### config.mk
export PLATFORM = sky130hd
export DESIGN_NAME = ssd_scan_monitor_flat
export DESIGN_NICKNAME = d
export VERILOG_FILES = /design/src/rtl/ssd_pkg.sv /design/src/rtl/ssd_scan_monitor_if.sv /design/src/rtl/ssd_glyph_decode.sv /design/src/rtl/ssd_scan_monitor.sv /design/src/flat_wrapper.sv
export SDC_FILE = /design/constraint.sdc
export NUM_CORES = 1
export LEC_CHECK = 0
export BUFFER_PORTS_ARGS = -buffer_cell sky130_fd_sc_hd__buf_2
export CORE_ASPECT_RATIO = 2
export CORE_MARGIN = 1
export CORE_UTILIZATION = 50
export CTS_CLUSTER_SIZE = 28
export DETAILED_ROUTE_END_ITERATION = 10
export PLACE_DENSITY_LB_ADDON = 0.08
export SETUP_SLACK_MARGIN = 0.15
export SYNTH_ARGS = -nofsm -noshare
export SYNTH_HDL_FRONTEND = slang
export SYNTH_SLANG_ARGS = --single-unit
export TNS_END_PERCENT = 5
### constraint.sdc
create_clock -name CLK_temp -period 4.2 [get_ports CLK_temp]
set_input_delay 0.42 -clock CLK_temp [delete_from_list [all_inputs] [get_ports CLK_temp]]
set_output_delay 0.42 -clock CLK_temp [all_outputs]
set_load 0.01 [all_outputs]
### src/rtl/ssd_pkg.sv
// Shared constants for the 7-segment display blocks: active-low glyph
// patterns (a..g, dp) and the all-digits-off select value.
package ssd_pkg;

    localparam logic [7:0] SS_0  = 8'b00000011;
    localparam logic [7:0] SS_1  = 8'b10011111;
    localparam logic [7:0] SS_2  = 8'b00100101;
    localparam logic [7:0] SS_3  = 8'b00001101;
    localparam logic [7:0] SS_4  = 8'b10011001;
    localparam logic [7:0] SS_5  = 8'b01001001;
    localparam logic [7:0] SS_6  = 8'b01000001;
    localparam logic [7:0] SS_7  = 8'b00011111;
    localparam logic [7:0] SS_8  = 8'b00000001;
    localparam logic [7:0] SS_9  = 8'b00001001;
    localparam logic [7:0] SS_10 = 8'b00010001;
    localparam logic [7:0] SS_11 = 8'b11000001;
    localparam logic [7:0] SS_12 = 8'b01100011;
    localparam logic [7:0] SS_13 = 8'b10000101;
    localparam logic [7:0] SS_14 = 8'b01100001;
    localparam logic [7:0] SS_15 = 8'b01110001;

    localparam logic [7:0] SS_TAB [16] = '{SS_0, SS_1, SS_2, SS_3, SS_4, SS_5, SS_6, SS_7,
                                           SS_8, SS_9, SS_10, SS_11, SS_12, SS_13, SS_14, SS_15};

    localparam logic [3:0] SSD_BLANK = 4'b1111;

endpackage

### src/rtl/ssd_scan_monitor_if.sv
// Scanned display bus: active-low segments plus active-low digit select.
interface ssd_scan_monitor_if;
    logic [7:0] seg;
    logic [3:0] ssd_ctl;

    modport master (output seg, output ssd_ctl);
    modport slave  (input seg, input ssd_ctl);
endinterface

### src/rtl/ssd_glyph_decode.sv
// Combinational reverse lookup of a 7-segment pattern (a..g, dp excluded)
// to its hex value; match is low when the pattern is not a known glyph.
module ssd_glyph_decode
    import ssd_pkg::*;
(
    input  logic [6:0] pattern,
    output logic [3:0] value,
    output logic       match
);

    // Pattern-to-nibble lookup
    always_comb begin
        value = 4'h0;
        match = 1'b1;
        case (pattern)
            SS_0[7:1]:  value = 4'h0;
            SS_1[7:1]:  value = 4'h1;
            SS_2[7:1]:  value = 4'h2;
            SS_3[7:1]:  value = 4'h3;
            SS_4[7:1]:  value = 4'h4;
            SS_5[7:1]:  value = 4'h5;
            SS_6[7:1]:  value = 4'h6;
            SS_7[7:1]:  value = 4'h7;
            SS_8[7:1]:  value = 4'h8;
            SS_9[7:1]:  value = 4'h9;
            SS_10[7:1]: value = 4'hA;
            SS_11[7:1]: value = 4'hB;
            SS_12[7:1]: value = 4'hC;
            SS_13[7:1]: value = 4'hD;
            SS_14[7:1]: value = 4'hE;
            SS_15[7:1]: value = 4'hF;
            default:    match = 1'b0;
        endcase
    end

endmodule

### src/rtl/ssd_scan_monitor.sv
// Watches a scanned 7-segment bus, commits each {ssd_ctl,seg} value once it has
// been stable for STABLE_CYCLES edges, and decodes it back into per-digit nibbles.
module ssd_scan_monitor
    import ssd_pkg::*;
#(
    parameter int STABLE_CYCLES = 4,
    parameter int CNT_W         = $clog2(STABLE_CYCLES + 1)
)(
    input  logic                 CLK_temp,
    input  logic                 rst_n,
    ssd_scan_monitor_if.slave    bus,
    input  logic                 clr_err,
    output logic [15:0]          digits,
    output logic [3:0]           digit_valid,
    output logic [3:0]           dp,
    output logic                 frame_done,
    output logic [3:0]           last_bin,
    output logic                 err_pattern,
    output logic                 err_ctl
);

    localparam logic [CNT_W-1:0] STABLE_C = CNT_W'(STABLE_CYCLES);

    logic [11:0]      s_q_r;
    logic [CNT_W-1:0] cnt_r, cnt_nxt_s;
    logic [3:0]       seen_r, seen_nxt_s, seen_tmp_s;
    logic [11:0]      sample_s;
    logic             changed_s, commit_s;
    logic [3:0]       glyph_val_s;
    logic             glyph_hit_s;
    logic [1:0]       sel_idx_s;
    logic             sel_one_s, sel_bad_s;
    logic [15:0]      digits_nxt_s;
    logic [3:0]       valid_nxt_s, dp_nxt_s, last_bin_nxt_s;
    logic             frame_done_nxt_s, err_pattern_nxt_s, err_ctl_nxt_s;

    assign sample_s  = {bus.ssd_ctl, bus.seg};
    assign changed_s = (sample_s != s_q_r);

    ssd_glyph_decode u_decode (
        .pattern (sample_s[7:1]),
        .value   (glyph_val_s),
        .match   (glyph_hit_s)
    );

    // Stability counter next state; a fresh value only commits at once when one edge suffices
    always_comb begin
        cnt_nxt_s = cnt_r;
        commit_s  = 1'b0;
        if (changed_s) begin
            cnt_nxt_s = CNT_W'(1);
            commit_s  = (STABLE_C == CNT_W'(1));
        end else if (cnt_r < STABLE_C) begin
            cnt_nxt_s = cnt_r + CNT_W'(1);
            commit_s  = (cnt_r == STABLE_C - CNT_W'(1));
        end else begin
            cnt_nxt_s = cnt_r;
        end
    end

    // Digit-select classification of the value being committed
    always_comb begin
        sel_idx_s = 2'd0;
        sel_one_s = 1'b0;
        sel_bad_s = 1'b0;
        case (sample_s[11:8])
            4'b1110:   begin sel_idx_s = 2'd0; sel_one_s = 1'b1; end
            4'b1101:   begin sel_idx_s = 2'd1; sel_one_s = 1'b1; end
            4'b1011:   begin sel_idx_s = 2'd2; sel_one_s = 1'b1; end
            4'b0111:   begin sel_idx_s = 2'd3; sel_one_s = 1'b1; end
            SSD_BLANK: sel_bad_s = 1'b0;
            default:   sel_bad_s = 1'b1;
        endcase
    end

    // Commit actions; a newly raised error overrides a simultaneous clear
    always_comb begin
        digits_nxt_s      = digits;
        valid_nxt_s       = digit_valid;
        dp_nxt_s          = dp;
        last_bin_nxt_s    = last_bin;
        seen_nxt_s        = seen_r;
        seen_tmp_s        = seen_r;
        frame_done_nxt_s  = 1'b0;
        err_pattern_nxt_s = clr_err ? 1'b0 : err_pattern;
        err_ctl_nxt_s     = clr_err ? 1'b0 : err_ctl;
        if (commit_s && sel_one_s) begin
            if (glyph_hit_s) begin
                digits_nxt_s[{sel_idx_s, 2'b00} +: 4] = glyph_val_s;
                valid_nxt_s[sel_idx_s]                = 1'b1;
                dp_nxt_s[sel_idx_s]                   = ~sample_s[0];
                last_bin_nxt_s                        = glyph_val_s;
                seen_tmp_s                            = seen_r | (4'b0001 << sel_idx_s);
                if (seen_tmp_s == 4'b1111) begin
                    frame_done_nxt_s = 1'b1;
                    seen_nxt_s       = 4'b0000;
                end else begin
                    seen_nxt_s = seen_tmp_s;
                end
            end else begin
                valid_nxt_s[sel_idx_s] = 1'b0;
                err_pattern_nxt_s      = 1'b1;
            end
        end else if (commit_s && sel_bad_s) begin
            err_ctl_nxt_s = 1'b1;
        end else begin
            frame_done_nxt_s = 1'b0;
        end
    end

    // State and output registers
    always_ff @(posedge CLK_temp or negedge rst_n) begin
        if (!rst_n) begin
            s_q_r       <= 12'hFFF;
            cnt_r       <= STABLE_C;
            seen_r      <= 4'b0000;
            digits      <= 16'h0000;
            digit_valid <= 4'b0000;
            dp          <= 4'b0000;
            frame_done  <= 1'b0;
            last_bin    <= 4'h0;
            err_pattern <= 1'b0;
            err_ctl     <= 1'b0;
        end else begin
            s_q_r       <= sample_s;
            cnt_r       <= cnt_nxt_s;
            seen_r      <= seen_nxt_s;
            digits      <= digits_nxt_s;
            digit_valid <= valid_nxt_s;
            dp          <= dp_nxt_s;
            frame_done  <= frame_done_nxt_s;
            last_bin    <= last_bin_nxt_s;
            err_pattern <= err_pattern_nxt_s;
            err_ctl     <= err_ctl_nxt_s;
        end
    end

endmodule

### src/flat_wrapper.sv
// flat-port wrapper written by rule: the top's interface ports become plain ports
module ssd_scan_monitor_flat import ssd_pkg::*;
#(
    parameter int STABLE_CYCLES = 4,
    parameter int CNT_W         = $clog2(STABLE_CYCLES + 1)
)
  (CLK_temp, rst_n, clr_err, digits, digit_valid, dp, frame_done, last_bin, err_pattern, err_ctl, bus_seg, bus_ssd_ctl);
  ssd_scan_monitor_if bus_i ();
  input  logic CLK_temp;
  input  logic rst_n;
  input  logic clr_err;
  output logic [15:0] digits;
  output logic [3:0] digit_valid;
  output logic [3:0] dp;
  output logic frame_done;
  output logic [3:0] last_bin;
  output logic err_pattern;
  output logic err_ctl;
  input wire logic [$bits(bus_i.seg)-1:0] bus_seg;
  input wire logic [$bits(bus_i.ssd_ctl)-1:0] bus_ssd_ctl;
  assign bus_i.seg = bus_seg;
  assign bus_i.ssd_ctl = bus_ssd_ctl;
  ssd_scan_monitor #(.STABLE_CYCLES(STABLE_CYCLES), .CNT_W(CNT_W)) u_core (.CLK_temp(CLK_temp), .rst_n(rst_n), .bus(bus_i), .clr_err(clr_err), .digits(digits), .digit_valid(digit_valid), .dp(dp), .frame_done(frame_done), .last_bin(last_bin), .err_pattern(err_pattern), .err_ctl(err_ctl));
endmodule
==> Word-level counts from Yosys, hierarchy flattened <==
Index checks and enable logic that the tools add are counted.
W data, S select, Z words.
{ "word_totals": {"input_bits": 15, "elab_cells": 79, "register_bits": 50, "output_inout_bits": 31} }
{ "op_classes": {"n_shift": 3, "n_bitwise": 5, "n_reduce_logical": 9, "add_sub_neg": 2, "n_mux": 24, "n_lt_le_gt_ge": 3, "n_eq_ne": 23} }
{ "op_table": {"columns": ["operator", "count"], "rows": [
  ["$pmux W4 S15", 1],
  ["$eq A7 B6 Y1 const B", 5],
  ["$eq A7 B7 Y1 const B", 4],
  ["$eq A4 B4 Y1 const B", 5],
  ["$bwmux W16", 1],
  ["$reduce_or A16 Y1", 1],
  ["$shift A4 B6 Y16 const A", 1],
  ["$shiftx A4 B6 Y16", 1],
  ["$mux W1", 15],
  ["$eq A7 B3 Y1 const B", 2],
  ["$eq A7 B4 Y1 const B", 2],
  ["$ne A12 B12 Y1", 1],
  ["$mux W4", 2],
  ["$or A4 B4 Y4", 2],
  ["$eq A7 B1 Y1 const B", 1],
  ["$eq A7 B5 Y1 const B", 1],
  ["$logic_not A7 Y1", 1],
  ["$mux W3", 2],
  ["$neg A4 Y6", 1],
  ["$pmux W2 S3", 1],
  ["$reduce_or A5 Y1", 1],
  ["$and A4 B4 Y4", 1],
  ["$bwmux W4", 1],
  ["$eq A4 B3 Y1 const B", 1],
  ["13 further kinds", 15]
]} }

==> Depth between registers and ports, before layout <==
Gate-level depths: netlist (run 1).
{ "logic_depth": {"ltp_word": 9, "ltp_mapped": 8} }

==> Hierarchy <==
From an unflattened synthesis (run 1), not the netlist that was laid out.
{ "unflattened": {"cells_unflattened": 255, "area_unflattened_um2": 2748.9} }
{ "modules_own_cells": {"columns": ["module", "area_each_um2", "instances", "seq_area_each_um2", "cells_per_inst"], "rows": [
  ["ssd_scan_monitor", 2369.8, 1, 1267.5, 199],
  ["ssd_glyph_decode", 379.1, 1, 0.0, 56]
]} }

==> Worst setup path after synthesis (run 1) <==
No wires, ideal clock.
{ "synth_path": {"path_kind": "in2reg", "startpoint": "input bus_ssd_ctl[1]", "endpoint": "register u_core.seen_r[0]", "arrival_ns": 2.115, "setup_slack_ns": 1.962, "required_ns": 4.076, "n_path_buf": 1, "path_stages": 8, "setup_ns": 0.124, "path_cell_list": "clkbuf_1 xor2_1 nand3_1 inv_1 ha_1 o22ai_1 or4b_4 a21boi_1"} }
{ "synth_between": {"elab_chain_cells": 6} }
{ "synth_rtl": {"columns": ["item", "line_no", "text"], "rows": [
  ["start, declared", "flat_wrapper.sv:20", "input wire logic [$bits(bus_i.ssd_ctl)-1:0] bus_ssd_ctl;"],
  ["$eq A4 B3 Y1 / $eq A4 B4 Y1 (equally long branches)", "ssd_scan_monitor.sv:66", "case (sample_s[11:8])"],
  ["$pmux W2 S3", "ssd_scan_monitor.sv:66", null],
  ["$shl A1 B2 Y4", "ssd_scan_monitor.sv:93", "seen_tmp_s = seen_r | (4'b0001 << sel_idx_s);"],
  ["$or A4 B4 Y4", "ssd_scan_monitor.sv:93", null],
  ["$eq A4 B4 Y1", "ssd_scan_monitor.sv:94", "if (seen_tmp_s == 4'b1111) begin"],
  ["$mux W4", "ssd_scan_monitor.sv:94", null],
  ["end signal, assigned", "ssd_scan_monitor.sv:127", "seen_r <= seen_nxt_s;"],
  ["end, declared", "ssd_scan_monitor.sv:26", "logic [3:0] seen_r, seen_nxt_s, seen_tmp_s;"]
]} }
Several ways; a longest one is shown, not always the timed one.
A chain may end at the register's enable or synchronous reset.

==> Worst setup path after layout (run 1) <==
{ "layout_path": {"startpoint": "register u_core.s_q_r[1]", "endpoint": "register u_core.seen_r[3]"} }
{ "layout_between": {"elab_chain_cells": 4} }
{ "layout_rtl": {"columns": ["item", "line_no", "text"], "rows": [
  ["start, declared", "ssd_scan_monitor.sv:24", "logic [11:0] s_q_r;"],
  ["start signal, assigned", "ssd_scan_monitor.sv:125", "s_q_r <= sample_s;"],
  ["$ne A12 B12 Y1", "ssd_scan_monitor.sv:38", "assign changed_s = (sample_s != s_q_r);"],
  ["$mux W1", "ssd_scan_monitor.sv:50", "if (changed_s) begin"],
  ["$logic_and A1 B1 Y1", "ssd_scan_monitor.sv:87", "if (commit_s && sel_one_s) begin"],
  ["$reduce_and A2 Y1 (no line)", null, null]
]} }
Every way passes these cells.

==> results of run 1 <==
-- placed cells by master (no fill, tap or decap), types with 5 or more instances in the layout --
master and instances:
mux2i_1 5, mux2_4 8, nor2b_1 6, dfrtp_1 37, xnor2_1 11, dfstp_2 13, ha_1 9, mux2_2 5
nand3_1 10, buf_2 45, xor2_1 5, nand2_1 14, nor3_1 5, clkbuf_8 5, inv_1 19, o21ai_0 11
nor2_1 15
-- where the power goes --
group / internal (mW) / switching [mW] / leakage [nW]
clock: 0.179 / 0.162 / 0.0585
sequential: 0.492 / 0.00283 / 0.607
combinational: 0.0312 / 0.0581 / 0.862
total: 0.702 / 0.223 / 1.53
-- flip-flops by register name, summed over array words and instances, names as in the netlist, named ones only --
signal              flops
u_core.cnt_r            3
u_core.digits          16
u_core.dp               4
u_core.err_ctl          1
u_core.err_pattern      1
u_core.frame_done       1
u_core.last_bin         4
u_core.s_q_r           12
u_core.seen_r           4
-- per-stage QoR --
step	instances	utilization, %	setup WS (ps)	hold WS [ps]	power [mW]
5_1_grt	343	58.20	1583	247.7	0.9629
4_1_cts	343	58.20	1712	255.7	0.9367
3_3_place_gp	335	56.03	1540	474.5	0.5923
3_5_place_dp	335	56.03	1516	469.9	0.5937
2_1_floorplan	245	-	1962	124.4	0.5664
6_report	343	58.20	1750	262.4	0.9247
-- cell families after synthesis --
kind of cell	Yosys count
simple gates	82
fa+ha+maj	10
flops	50
xor+xnor	18
compound gates	35
mux	18
buf+inv	32
-- metal layers --
layer | vias up | track usage (%) | share of wire [%]
met2 | 38 | 36.33 | 56
met5 | - | 0 | 0
met3 | 13 | 2.718 | 2.1
met1 | 901 | 22.02 | 39
met4 | 0 | 9.158 | 2.8
li1 | 925 | - | -
-- how the worst max path moves through the flow --
stage,endpoint,startpoint,slack [ps]
6_report,u_core.seen_r[3],u_core.s_q_r[1],1750
4_1_cts,u_core.seen_r[3],u_core.s_q_r[1],1710
3_3_place_gp,u_core.seen_r[3],bus_seg[1],1540
2_1_floorplan,u_core.seen_r[0],bus_ssd_ctl[1],1960
3_5_place_dp,u_core.seen_r[3],bus_seg[1],1520
5_1_grt,u_core.seen_r[3],u_core.s_q_r[1],1580
-- synth_stat cells (6+ instances only) --
library cell	number	area, sq um
ha_1	9	112.6
nor2_1	15	56.30
inv_1	19	71.32
dfstp_2	13	341.6
nor2b_1	6	37.54
o21ai_0	11	55.05
xnor2_1	11	96.34
dfrtp_1	37	925.9
mux2_4	8	120.1
nand3_1	10	50.05
nand2_1	14	52.55
-- cell type report --
cell class / count / area (sq um) / area share [%]
inverters: 19 / 71.32 / 2.363
clock inverters: 3 / 43.79 / 1.451
multi-input cells: 163 / 1269 / 42.04
clock buffers: 5 / 68.82 / 2.280
flip-flops and latches: 50 / 1267 / 42.00
well taps: 58 / 72.57 / 2.405
repair buffers: 45 / 225.2 / 7.463
==> run metrics, run 1 <==
Avg Inst Size Synth 11.03 sq um; Synth async-reset ratio 100.0%; crit-path cells xnor2_1, nand4_1, nor3_4, nand3_1, or4b_4, a21boi_1; Distinct cells, synth 50; fill cell count just under 500; top_reg_cell synth dfrtp_1; post-synthesis xor/xnor area fraction under 10%; RSZ-0062 raised after global routing no; antenna cells 0; Post-CTS Repair Setup Buffers 0; clk slew on worst S/H paths about 100 ps; WS Path Type reg -> reg; Root Buffer clkbuf_8; post-route cell area 3018 sq um; CP Max Fanout 11; Critical Path Sink Type register; Die Ht roughly 110 microns; pin count of the biggest net entering global routing a little over 50; worst r2r src u_core.s_q_r[1]; drt total wl approximately 5.3 mm; layout cells sized above 1 32.98%; PwrDens between 300 and 400 nW/um^2; CTS sink cnt 50; Synth Area in Simple Gates a little under a fifth; static leakage roughly 1.5 nW; Port Buf Inserts 45; Max Buffers Root-to-Sink 2; vias per cell ~5.5; delay-heaviest family, CP simple AND/OR/NAND/NOR gates; largest family of logic cells by synthesized area simple AND/OR/NAND/NOR gates; Setup TNS 0 ps; initial core utilization 52.12%; gr usage total roughly a fifth; worst-margin pin slew around 1100 ps; Worst VDD drop between 0.0002 and 0.0003 V; Ys Warns 0; total of max-cap violations 0; Slew Limit Fails 0; total gr overflow 0; slew margin rel. ~28%; Max stage delay on crit path 680 ps; initial antenna violation count 0; Tcrit/Tclk final between 50 and 60%; # resized after CTS 0; number of nets in the layout between 300 and 400; HP Start bus_seg[0]; Critical Path Start Type register; Detailed Routing Iterations Pass 1 4; DIE AREA 5721 sq um; total CTS buffers 5; EDFF count, synth 0; hold depth 1; vias in the first global route around 1900; area of placed instances between 2000 and 3000 sq um; Top-Level Pins 46; Routed wire per std cell between 15 and 20 microns; Final Setup Violations 0; sequential share of the synthesized area 46.90%; Routability Congestion 0.7533; Layout Skew just under 9 ps; hold buffers post-CTS 0; Final min period 2450 ps; Mapped Nets 269; Iteration-0 DRC Markers 11; worst r2r dst u_core.seen_r[3]; Synth Area in Compound Gates roughly 8.5%; FF-to-FF setup slack ~1700 ps; HP Class in -> reg; total core area between 5000 and 6000 sq um; ANT nets after route 0; R2R depth 6; sum of buffers and inverters on the critical path 0; outcome complete, no violations; synth-to-layout area growth 11.67%; H-tree levels 2; Fmax around 410 MHz; Final Hold Vio Count 0; arrival time worst endpoint 2650 ps; DP HPWL roughly 4 mm; Synth Register Bits 50; DRC 0; Critical Path RT roughly 4400 ps; synthesized area approximately 2700 sq um; Syn Inst Count between 200 and 250; Vias 1877; post-synthesis mux area share between 8 and 9%; Worst Hold End u_core.s_q_r[0]; adder-cell share of the synthesized area under 10%; first-pass GRT wire length 8.569 mm; WP depth 6; die width 53.99 microns; Skew-Pair Late Insertion Delay 300 ps; row count 37; CTS tree built; slowest CP cell or4b_4
Note: power is estimated with default switching activity, not from simulation.
==> run 2: changes to the inputs <==
==> constraint.sdc (replaced) <==
create_clock -name CLK_temp -period 2.5 [get_ports CLK_temp]
set_input_delay 0.25 -clock CLK_temp [delete_from_list [all_inputs] [get_ports CLK_temp]]
set_output_delay 0.25 -clock CLK_temp [all_outputs]
set_load 0.01 [all_outputs]
==> run 2 against run 1 <==
- fmax grew 11%
- total power grew 66%
- combinational power grew 70%
- sequential cell count is the same
- die area is the same
- sequential power grew 68%
- sequential share of layout area shrank 0.17 points
- global-route usage grew 1.3 points
- critical path type unchanged
==> run metrics, run 2 (synthesized netlist as in run 1, its figures left out) <==
initial antenna violation count 0 (unchanged); Final Setup Violations 0 (unchanged); Layout Skew 5.774 ps (-3.161 ps); Fmax 452.7 MHz (+11%); Slew Limit Fails 0 (unchanged); initial core utilization 52.12% (unchanged); FF-to-FF setup slack 290 ps (-1460 ps); RSZ-0062 raised after global routing no; hold buffers post-CTS 0 (unchanged); CP Max Fanout 12 (+1); Worst VDD drop 0.0004252 V (+49%); layout cells sized above 1 33.45% (+0.47 points); DP HPWL 4.147 mm (+5.7%); drt total wl 5.509 mm (+4.4%); Top-Level Pins 46 (unchanged); max FFs per register 16 (unchanged); worst-margin pin slew 920.6 ps (-155.5 ps); worst r2r src u_core.s_q_r[11]; Tcrit/Tclk final 88.35% (+30 points); DIE AREA 5721 sq um (unchanged); die width 53.99 microns (unchanged); Largest Register u_core.digits; Final Hold Vio Count 0 (unchanged); Detailed Routing Iterations Pass 1 4 (unchanged); total of max-cap violations 0 (unchanged); Critical Path RT 2710 ps (-1690 ps); row count 37 (unchanged); CTS tree built; Final min period 2209 ps (-241.3 ps); vias per cell 5.594 (+2.2%); pin count of the biggest net entering global routing 42 (-18%); Post-CTS Repair Setup Buffers 0 (unchanged); gr usage total 21.59% (+1.3 points); placed instance count 337 (+0.60%); WS Path Type reg -> reg; # resized after CTS 0 (unchanged); Cell Count, Final, Fillers Out 345 (+0.58%); Max Buffers Root-to-Sink 2 (unchanged); CTS sink cnt 50 (unchanged); Critical Path Sink Type register; ANT nets after route 0 (unchanged); register area 1267 sq um (unchanged); Setup TNS 0 ps (unchanged); area of placed instances 2920 sq um (+0.52%); outcome complete, no violations; clk slew on worst S/H paths 90 ps (about the same); Multi-input gate area 1269 sq um (unchanged); PwrDens 505.2 nW/um^2 (+65%); total CTS buffers 5 (unchanged); Iteration-0 DRC Markers 15 (+4); commonest non-fill, non-tap cells in the layout buf_2, dfrtp_1, inv_1, nor2_1, nand2_1; H-tree levels 2 (unchanged); Root Buffer clkbuf_8; Skew-Pair Late Insertion Delay 310 ps (about the same); Die Ht 106.0 microns (unchanged); worst r2r dst u_core.digits[3]; total gr overflow 0 (unchanged); commonest non-fill, non-tap cell in the layout buf_2; number of nets in the layout 310 (+0.65%); synth-to-layout area growth 12.13%; R2R depth 6 (unchanged); antenna cells 0 (unchanged); first-pass GRT wire length 8.990 mm (+4.9%); Vias 1930 (+2.8%); fill cell count 475 (-2.3%); post-route cell area 3030 sq um (+0.41%); Routability Congestion 0.7863 (+4.4%); Port Buf Inserts 45 (unchanged); power after layout 1.531 mW (+66%); static leakage 1.535 nW (+0.52%); Critical Path Start Type register; arrival time worst endpoint 2410 ps (-240 ps); slew margin rel. 38.63% (+10 points); HP Class in -> async; vias in the first global route 1904 (-0.052%); Regs by FF count u_core.digits (16), u_core.s_q_r (12); total core area 5185 sq um (unchanged); Routed wire per std cell 15.97 microns (+3.8%); DRC 0 (unchanged)
-- run 2: changes by cell type in the layout (fill, tap and decap cells not counted) --
| cell | before | now |
|---|---|---|
| clkinv_2 | 1 | 0 |
| bufinv_16 | 1 | 0 |
| inv_6 | 1 | 0 |
| buf_4 | 0 | 2 |
| clkbuf_8 | 5 | 8 |
-- run 2: worst max-delay path by stage --
stage | start | endpoint | slack (ps) | depth (start not counted)
finish | u_core.s_q_r[11] | u_core.digits[3] | 290 | 6
detailed placement | bus_ssd_ctl[3] | u_core.seen_r[0] | 210 | 8
global placement | bus_ssd_ctl[3] | u_core.seen_r[3] | 220 | 8
CTS | u_core.s_q_r[11] | u_core.digits[3] | 270 | 6
global route | u_core.s_q_r[8] | u_core.digits[3] | 170 | 6
floorplan | bus_ssd_ctl[1] | u_core.seen_r[0] | 430 | 8
-- run 2: metrics by stage --
step                setup WS (ps)  util, %  hold slack (ps)
finish                      291.2    58.45            67.72
global route                167.0    58.45            82.09
CTS                         268.4    58.45            87.16
detailed placement          211.3    56.32            422.7
global placement            217.9    56.32            425.1
floorplan                   431.5        -           -45.59
-- run 2: layout make-up --
cell class	count	area share, %
multi-input cells	163	41.87
well taps	58	2.395
repair buffers	47	7.927
inverters	19	2.353
clock buffers	8	3.633
flip-flops and latches	50	41.83
-- run 2: power by group --
part	switching (mW)	internal, mW	total, mW
logic	0.0986	0.0534	0.152
clock network	0.269	0.280	0.548
registers	0.00474	0.826	0.831
total	0.372	1.16	1.53
-- run 2: per-layer routing --
layer	vias up	share of wire [%]	global-route usage, %
met2	38	56	38.62
met4	0	1.6	8.242
met3	7	3.4	4.864
met1	955	39	23.09
met5	-	0	0
li1	930	-	-
-- run 2: critical path, cell delays in order, from the launching register on --
cell     delay (ps)
dfstp_2         530
xnor2_1         150
nand4_2         160
nor3_4          280
and3_2          410
nand3_2         240
mux2_2          320
